**src/rtl/hazard_scoreboard.sv**
```systemverilog
// hazard_scoreboard
// Register scoreboard and issue controller for the ID stage. Each
// architectural register has a countdown counter of pending result latency.
// A read of a register whose counter is nonzero stalls the instruction, and a
// RUN/DRAIN/HALTED controller lets in-flight writes finish before halting.
//
// Optional feature macro: HAZARD_SCOREBOARD_WAW_EN
//   defined   : a write to a register with a pending write also stalls (WAW)
//   undefined : such a write is accepted and overwrites the pending counter
//
// Handshake: issue_valid is the request and issue_accept is the grant for the
// same cycle. The instruction moves into ID/EX exactly on cycles where
// issue_accept=1. stall=1 means the same instruction must be presented again,
// and flush withdraws the request without stalling.
module hazard_scoreboard #(
    parameter int REG_ADDR_W = 4,
    parameter int LAT_W      = 2
) (
    input  logic                         clk,
    input  logic                         rst,
    input  logic                         issue_valid,
    input  logic                         issue_we,
    input  logic [REG_ADDR_W-1:0]        issue_dst,
    input  logic [LAT_W-1:0]             issue_lat,
    input  logic [REG_ADDR_W-1:0]        src0_addr,
    input  logic [REG_ADDR_W-1:0]        src1_addr,
    input  logic                         src0_used,
    input  logic                         src1_used,
    input  logic                         flush,
    input  logic                         halt_req,
    input  logic                         resume,
    output logic                         issue_accept,
    output logic                         stall,
    output logic [(1<<REG_ADDR_W)-1:0]   busy_mask,
    output logic                         halted,
    output logic                         draining,
    output logic [1:0]                   state_dbg
);

    localparam int NREG = 1 << REG_ADDR_W;

    localparam logic [1:0] ST_RUN    = 2'd0;
    localparam logic [1:0] ST_DRAIN  = 2'd1;
    localparam logic [1:0] ST_HALTED = 2'd2;

    logic [LAT_W-1:0] cnt [NREG];
    logic [1:0]       state;
    logic [1:0]       state_nxt;
    logic             hazard;
    logic             load_en;

    // A register is busy while its pending-latency counter is nonzero.
    always_comb begin
        busy_mask = '0;
        for (int r = 0; r < NREG; r++) begin
            busy_mask[r] = (cnt[r] != '0);
        end
    end

    // RAW hazard from the registered counters; WAW term only when enabled.
    always_comb begin
        hazard = (src0_used && busy_mask[src0_addr]) ||
                 (src1_used && busy_mask[src1_addr]);
`ifdef HAZARD_SCOREBOARD_WAW_EN
        hazard = hazard || (issue_we && busy_mask[issue_dst]);
`else
        hazard = hazard;
`endif
    end

    // Issue decision: flush withdraws the request, otherwise stall on a hazard
    // or whenever the controller is not in RUN.
    always_comb begin
        stall        = issue_valid && !flush && (hazard || (state != ST_RUN));
        issue_accept = issue_valid && !flush && !stall;
        load_en      = issue_accept && issue_we;
    end

    // Counters: load on an accepted write (load wins), else count down to 0.
    always_ff @(posedge clk or negedge rst) begin
        if (!rst) begin
            for (int r = 0; r < NREG; r++) begin
                cnt[r] <= '0;
            end
        end else begin
            for (int r = 0; r < NREG; r++) begin
                if (load_en && (issue_dst == REG_ADDR_W'(r))) begin
                    cnt[r] <= issue_lat;
                end else if (cnt[r] != '0) begin
                    cnt[r] <= cnt[r] - LAT_W'(1);
                end
            end
        end
    end

    // Controller next state: halt drains pending writes before HALTED.
    always_comb begin
        state_nxt = state;
        case (state)
            ST_RUN:    if (halt_req)          state_nxt = ST_DRAIN;
            ST_DRAIN:  if (busy_mask == '0)   state_nxt = ST_HALTED;
            ST_HALTED: if (resume)            state_nxt = ST_RUN;
            default:                          state_nxt = ST_RUN;
        endcase
    end

    // Controller state register.
    always_ff @(posedge clk or negedge rst) begin
        if (!rst) begin
            state <= ST_RUN;
        end else begin
            state <= state_nxt;
        end
    end

    // Status outputs decoded from the controller state.
    always_comb begin
        halted    = (state == ST_HALTED);
        draining  = (state == ST_DRAIN);
        state_dbg = state;
    end

endmodule

```
**config.mk**
```make
export PLATFORM = sky130hd
export DESIGN_NAME = hazard_scoreboard
export DESIGN_NICKNAME = d
export VERILOG_FILES = /design/src/rtl/hazard_scoreboard.sv
export SDC_FILE = /design/constraint.sdc
export NUM_CORES = 1
export LEC_CHECK = 0
export CAP_MARGIN = 5
export CORE_MARGIN = 1
export CORE_UTILIZATION = 48
export CTS_CLUSTER_SIZE = 10
export DETAILED_ROUTE_END_ITERATION = 8
export GPL_ROUTABILITY_DRIVEN = 1
export HOLD_SLACK_MARGIN = 0.05
export PLACE_DENSITY_LB_ADDON = 0.15
export SKIP_CTS_REPAIR_TIMING = 1
export SLEW_MARGIN = 20
export SYNTH_ARGS = -nofsm -noshare
export SYNTH_HDL_FRONTEND = slang
export SYNTH_SLANG_ARGS = --single-unit
```
**constraint.sdc**
```tcl
create_clock -name clk -period 2.6 [get_ports clk]
set_input_delay 0.52 -clock clk [delete_from_list [all_inputs] [get_ports clk]]
set_output_delay 0.52 -clock clk [all_outputs]
set_load 0.02 [all_outputs]
```
After elaboration in Yosys (flattened, before gate mapping)

Cells that the tools add are included.

Add/sub/neg operators: 16
Multiply operators: 0
Div/mod/pow operators: 0
Magnitude comparators: 2
Equal/unequal tests: 20
Shift operators: 0
Multiplexer cells: 40
Bitwise operators: 0
Reduce and logical (&&, ||, !) cells: 63

Operator list:

| operator              | number |
|---|---|
| $mux W2               | 35 |
| $reduce_bool A2 Y1    | 33 |
| $eq A4 B4 Y1 const B  | 8 |
| $sub A2 B1 Y2 const B | 16 |
| $logic_and A1 B1 Y1   | 22 |
| $eq A4 B3 Y1 const B  | 4 |
| $logic_not A16 Y1     | 1 |
| $lt A4 B5 Y1 const B  | 2 |
| $bmux W1 S4           | 2 |
| $eq A4 B2 Y1 const B  | 2 |
| $pmux W2 S3           | 1 |
| $eq A4 B1 Y1 const B  | 1 |
| $logic_not A4 Y1      | 1 |
| $ne A2 B2 Y1 const B  | 2 |
| $reduce_and A3 Y1     | 1 |
| $eq A2 B1 Y1 const B  | 1 |
| $eq A2 B2 Y1 const B  | 1 |
| $logic_not A1 Y1      | 2 |
| $logic_not A2 Y1      | 1 |
| $logic_or A1 B1 Y1    | 2 |
| $mux W1               | 2 |
| $ne A2 B1 Y1 const B  | 1 |

Bits in registers: 34
Latch bits: 0
RAM bits: 0
Memory bits (read-only): 0
Input bits: 23
Output and inout port bits: 22
Word-level logic and storage cells: 158
Memories kept: 0

Depth between registers and ports, before layout

Depth after elaboration: 12
Mapped depth: 9
Depth with buffers taken out: 7

Worst setup path before layout

OpenSTA, ideal clock, no wires.

Path type: input port to output port
Start: input port src1_addr[2]
End: output port stall
Arrival time: 2.669 ns
Required time: 2.080 ns
Path slack: -0.589 ns
Stages: 7
Path buffers: 2
Cells stage by stage: clkbuf_1 > mux4_2 > and3b_1 > a211oi_4 > buf_4 > nor4_1 > nor3b_1

Word-level cells in the longest chain between the ends: 6

Ends and longest elaborated chain:

| element                       | line | source |
|---|---|---|
| from (decl)                   | 26   | `input logic [REG_ADDR_W-1:0] src1_addr,` |
| $bmux W1 S4                   | 63   | `(src1_used && busy_mask[src1_addr]);` |
| $mux W1 (not written as such) | 63   |  |
| $logic_and A1 B1 Y1           | 63   |  |
| $logic_or A1 B1 Y1            | 62   | `hazard = (src0_used && busy_mask[src0_addr]) \|\|` |
| $logic_or A1 B1 Y1            | 74   | `stall = issue_valid && !flush && (hazard \|\| (state != ST_RUN));` |
| $logic_and A1 B1 Y1           | 74   |  |
| to (decl)                     | 33   | `output logic stall,` |

No other way between the ends. The select of a mux whose other input is x is not followed.

Worst setup path after layout

Start: register cnt[21] in the netlist's numbering
End: output port stall

Word-level cells in the longest chain between the ends: 7
Elaborated cells between the ends (all ways): 10
Those cells by class: mux (4); reduce/logical (6)

Ends and longest elaborated chain:

| element                                       | line   | source |
|---|---|---|
| from (decl)                                   | 46     | `logic [LAT_W-1:0] cnt [NREG];` |
| from (signal, indexed assignment)             | 88     | `cnt[r] <= issue_lat;` |
| from (signal, indexed assignment)             | 90     | `cnt[r] <= cnt[r] - LAT_W'(1);` |
| $reduce_bool A2 Y1 (*)                        | 56     | `busy_mask[r] = (cnt[r] != '0);` |
| $bmux W1 S4, on equally long branches         | 62, 63 |  |
| $mux W1, on equally long branches             | 62, 63 |  |
| $logic_and A1 B1 Y1, on equally long branches | 62, 63 |  |
| $logic_or A1 B1 Y1 (*)                        | 62     |  |
| $logic_or A1 B1 Y1 (*)                        | 74     |  |
| $logic_and A1 B1 Y1 (*)                       | 74     |  |

Every way passes the cells marked *; elsewhere a longest branch is shown, timed or not. The select of a mux whose other input is x is not followed.

==> impl_metrics.tcl <==
set metrics [dict create \
    drv_cap 0 \
    path_buf_inv 4 \
    path_common_cell "buf_4" \
    syn_nets 305 \
    grt_max_degree 35 \
    worstHoldPathType "reg2reg" \
    cp_top_family "buffers and inverters" \
    antenna_left 0 \
    netSwitchingPower_mw 1.736 \
    die_area_um2 5699 \
    placedCellCount 431 \
    p_seq_share_pct 20.1 \
    htree_levels 2 \
    ys_seq_area_share_pct 32.82 \
    finalHoldViolations 0 \
    synthXorXnorAreaFrac_pct 5.405 \
    whs_ps 575.4 \
    setup_viol 2 \
    place_area_um2 3581 \
    start_util_pct 50.44 \
    grt.total_usage_pct 24.49 \
    num_vias 2350 \
    grt_first_pass_wirelength_mm 10.09 \
    cellPowerDensity_nw_per_um2 1180 \
    path_class "reg2out" \
    layout-drive-gt1-share_pct 45.74 \
    p_int_mw 2.983 \
    grt_pass1_vias 2172 \
    start_kind "flip-flop" \
    area_growth_pct 54.25 \
    rows 26 \
    synth_top_flop_cell "dfrtp_1" \
    ir_drop_mv 0.7798 \
    synth-edff-count 0 \
    io_buffers 44 \
    critPathMaxStageDelay_ps 440 \
    p_comb_share_pct 70.1 \
    status "complete, but fails checks" \
    worst_slack_ps -417.5 \
    synth.distinct_cells 31 \
    fmax_mhz 331.4 \
    rsz0062_at_grt "true" \
    final_cell_area_um2 3999 \
    max_slew_margin_pct 53.25 \
    final.fill_count 358 \
    violations "setup timing" \
    setup.worst_path.start "cnt[21]" \
    drc 0 \
    cts.clk_slew.worst_paths_ps 70 \
    die_w_um 75.49 \
    pin_count 45 \
    path_cells "inv_1 > ha_4 > buf_4 > mux4_2 > and3b_2 > a211oi_4 > buf_4 > nor4_4 > nor3b_4 > buf_6" \
    grt-ovfl-total 0 \
    syn-cell-area_um2 2592 \
    synthSimpleGateAreaFrac_pct 16.65 \
    critPathRequiredTime_ps 2080 \
    power.share.clock_pct 9.8 \
    coreArea_um2 5140 \
    wire_per_inst_um 14.99 \
    p_leak_nw 1.806 \
    cts.sinks 34 \
    slew_viol_final 0 \
    synth_fa_ha_area_share_pct 7.722 \
    synthArstFlopShare_pct 100.0 \
    netSwitchingFraction_pct 36.78 \
    crit_path_end_kind "output pin" \
    tightest_slew_ps 694.9 \
    clock_latency_ps 290 \
    clk_path_buf_depth 2 \
    num_antenna_cells 0 \
    fin_cells 457 \
    place_hpwl_mm 4.783 \
    antenna_found_initial 0 \
    synth_top_family_by_area "multiplexers" \
    ys_seq_elements 34 \
    fin_worst_skew_ps 6.184 \
    synthMuxAreaShare_pct 22.30 \
    num-nets-final 425 \
    period_needed_ps 3018 \
    yosys_warnings 0 \
    cts_inserted_buffers 5 \
    r2r-start "cnt[2]" \
    holdCritStartpoint "state_dbg[1]" \
    synthCells 266 \
    synth_area_per_cell_um2 9.746 \
    arrival_ps 2500 \
    die_h_um 75.49 \
    cpMaxStageDelayCell "mux4_2" \
    worst-path-max-fanout 3 \
    vias_per_cell 5.142 \
    first_pass_iters 4 \
    cts_tree "done" \
    drt_first_iter_violations 121 \
    wl_mm 6.849 \
    synth-compound-area-share_pct 5.550 \
    cts_root_buffer "clkbuf_8" \
    post-route-period-util_pct 116.1 \
    gp_congestion 0.8733 \
]
tightest hold or removal path, stage by stage, from the launching register on:
cell	delay (ps)
dfrtp_1	350
buf_4	140
a211oi_1	50
cell type report:
class                   count  area (um2)  area share, %
multi-input cells         171        1697          42.43
repair buffers            124        1066          26.66
flip-flops and latches     34       850.8          21.28
inverters                  50       187.7          4.693
clock buffers               8       110.1          2.753
well taps                  70       87.58          2.190
cells by family after synthesis:
| logic type | after synthesis |
|---|---|
| mux | 46 |
| simple gates | 73 |
| xor+xnor | 16 |
| buf+inv | 61 |
| fa+ha+maj | 16 |
| flops | 34 |
| compound gates | 20 |
Yosys cell counts (all sizes together), types with 4 or more instances:
master,count,area (um2)
o21ai,14,70.07
mux2,34,382.9
nor3,17,125.1
mux4,6,135.1
inv,50,187.7
mux2i,6,60.06
nor2b,4,25.02
xnor2,16,140.1
nand2,23,86.33
clkbuf,8,30.03
dfrtp,34,850.8
nand4,8,50.05
ha,16,200.2
nor2,4,15.01
cells in the final DEF, fill, tap and decap left out, types with 3 or more instances in the layout:
| cell type | n |
|---|---|
| buf_4 | 75 |
| buf_6 | 6 |
| clkbuf_8 | 8 |
| clkdlybuf4s50_1 | 38 |
| dfrtp_1 | 34 |
| dlymetal6s2s_1 | 4 |
| ha_1 | 4 |
| ha_2 | 5 |
| ha_4 | 7 |
| inv_1 | 43 |
| inv_2 | 7 |
| mux2_2 | 31 |
| mux2_4 | 3 |
| mux2i_1 | 6 |
| mux4_2 | 6 |
| nand2_1 | 23 |
| nand4_1 | 8 |
| nor2_1 | 4 |
| nor2b_1 | 4 |
| nor3_2 | 16 |
| o21ai_0 | 14 |
| xnor2_1 | 16 |
metal layers:
metal / global-route usage, % / vias to the layer above / routed length (um)
met2: 43.55 / 65 / 3458
li1: - / 1143 / -
met3: 4.365 / 8 / 302
met1: 30.58 / 1134 / 3002
met4: 6.790 / 0 / 86
met5: 0 / - / 0
sequential cells by signal (all words and copies together), names as in the netlist:
register,cells
state_dbg,2
cnt,32
power groups by stage:
| stage | Sequential (mW) | Combinational [mW] | Clock, mW |
|---|---|---|---|
| 6_report | 0.947 | 3.31 | 0.464 |
| 5_1_grt | 0.977 | 3.63 | 0.491 |
| 4_1_cts | 0.936 | 2.92 | 0.471 |
| 3_5_place_dp | 0.945 | 2.89 | 0 |
| 3_3_place_gp | 0.930 | 2.79 | 0 |
| 2_1_floorplan | 0.941 | 1.77 | 0 |
through the flow:
stage	worst slack, ps	setup TNS, ps	utilization, %	power (mW)
3_3_place_gp	-1084	-16210	69.67	3.715
3_5_place_dp	-1115	-17780	69.67	3.836
5_1_grt	-511.5	-984.6	77.80	5.100
2_1_floorplan	-208.2	-208.2	-	2.707
4_1_cts	-1120	-7824	71.81	4.327
6_report	-417.5	-802.6	77.80	4.718
path summary, 6_finish.rpt:
path                                     end  cells after the start  slack [ps]
worst min register to register  state_dbg[0]                      2         580
max in group asynchronous             cnt[1]                      2        1630
worst max-delay path                   stall                     10        -420
worst max register to register       cnt[24]                     10          20
min in group asynchronous            cnt[28]                      2         640
worst min-delay path            state_dbg[0]                      2         580
Note: power is estimated with default switching activity, not from simulation.
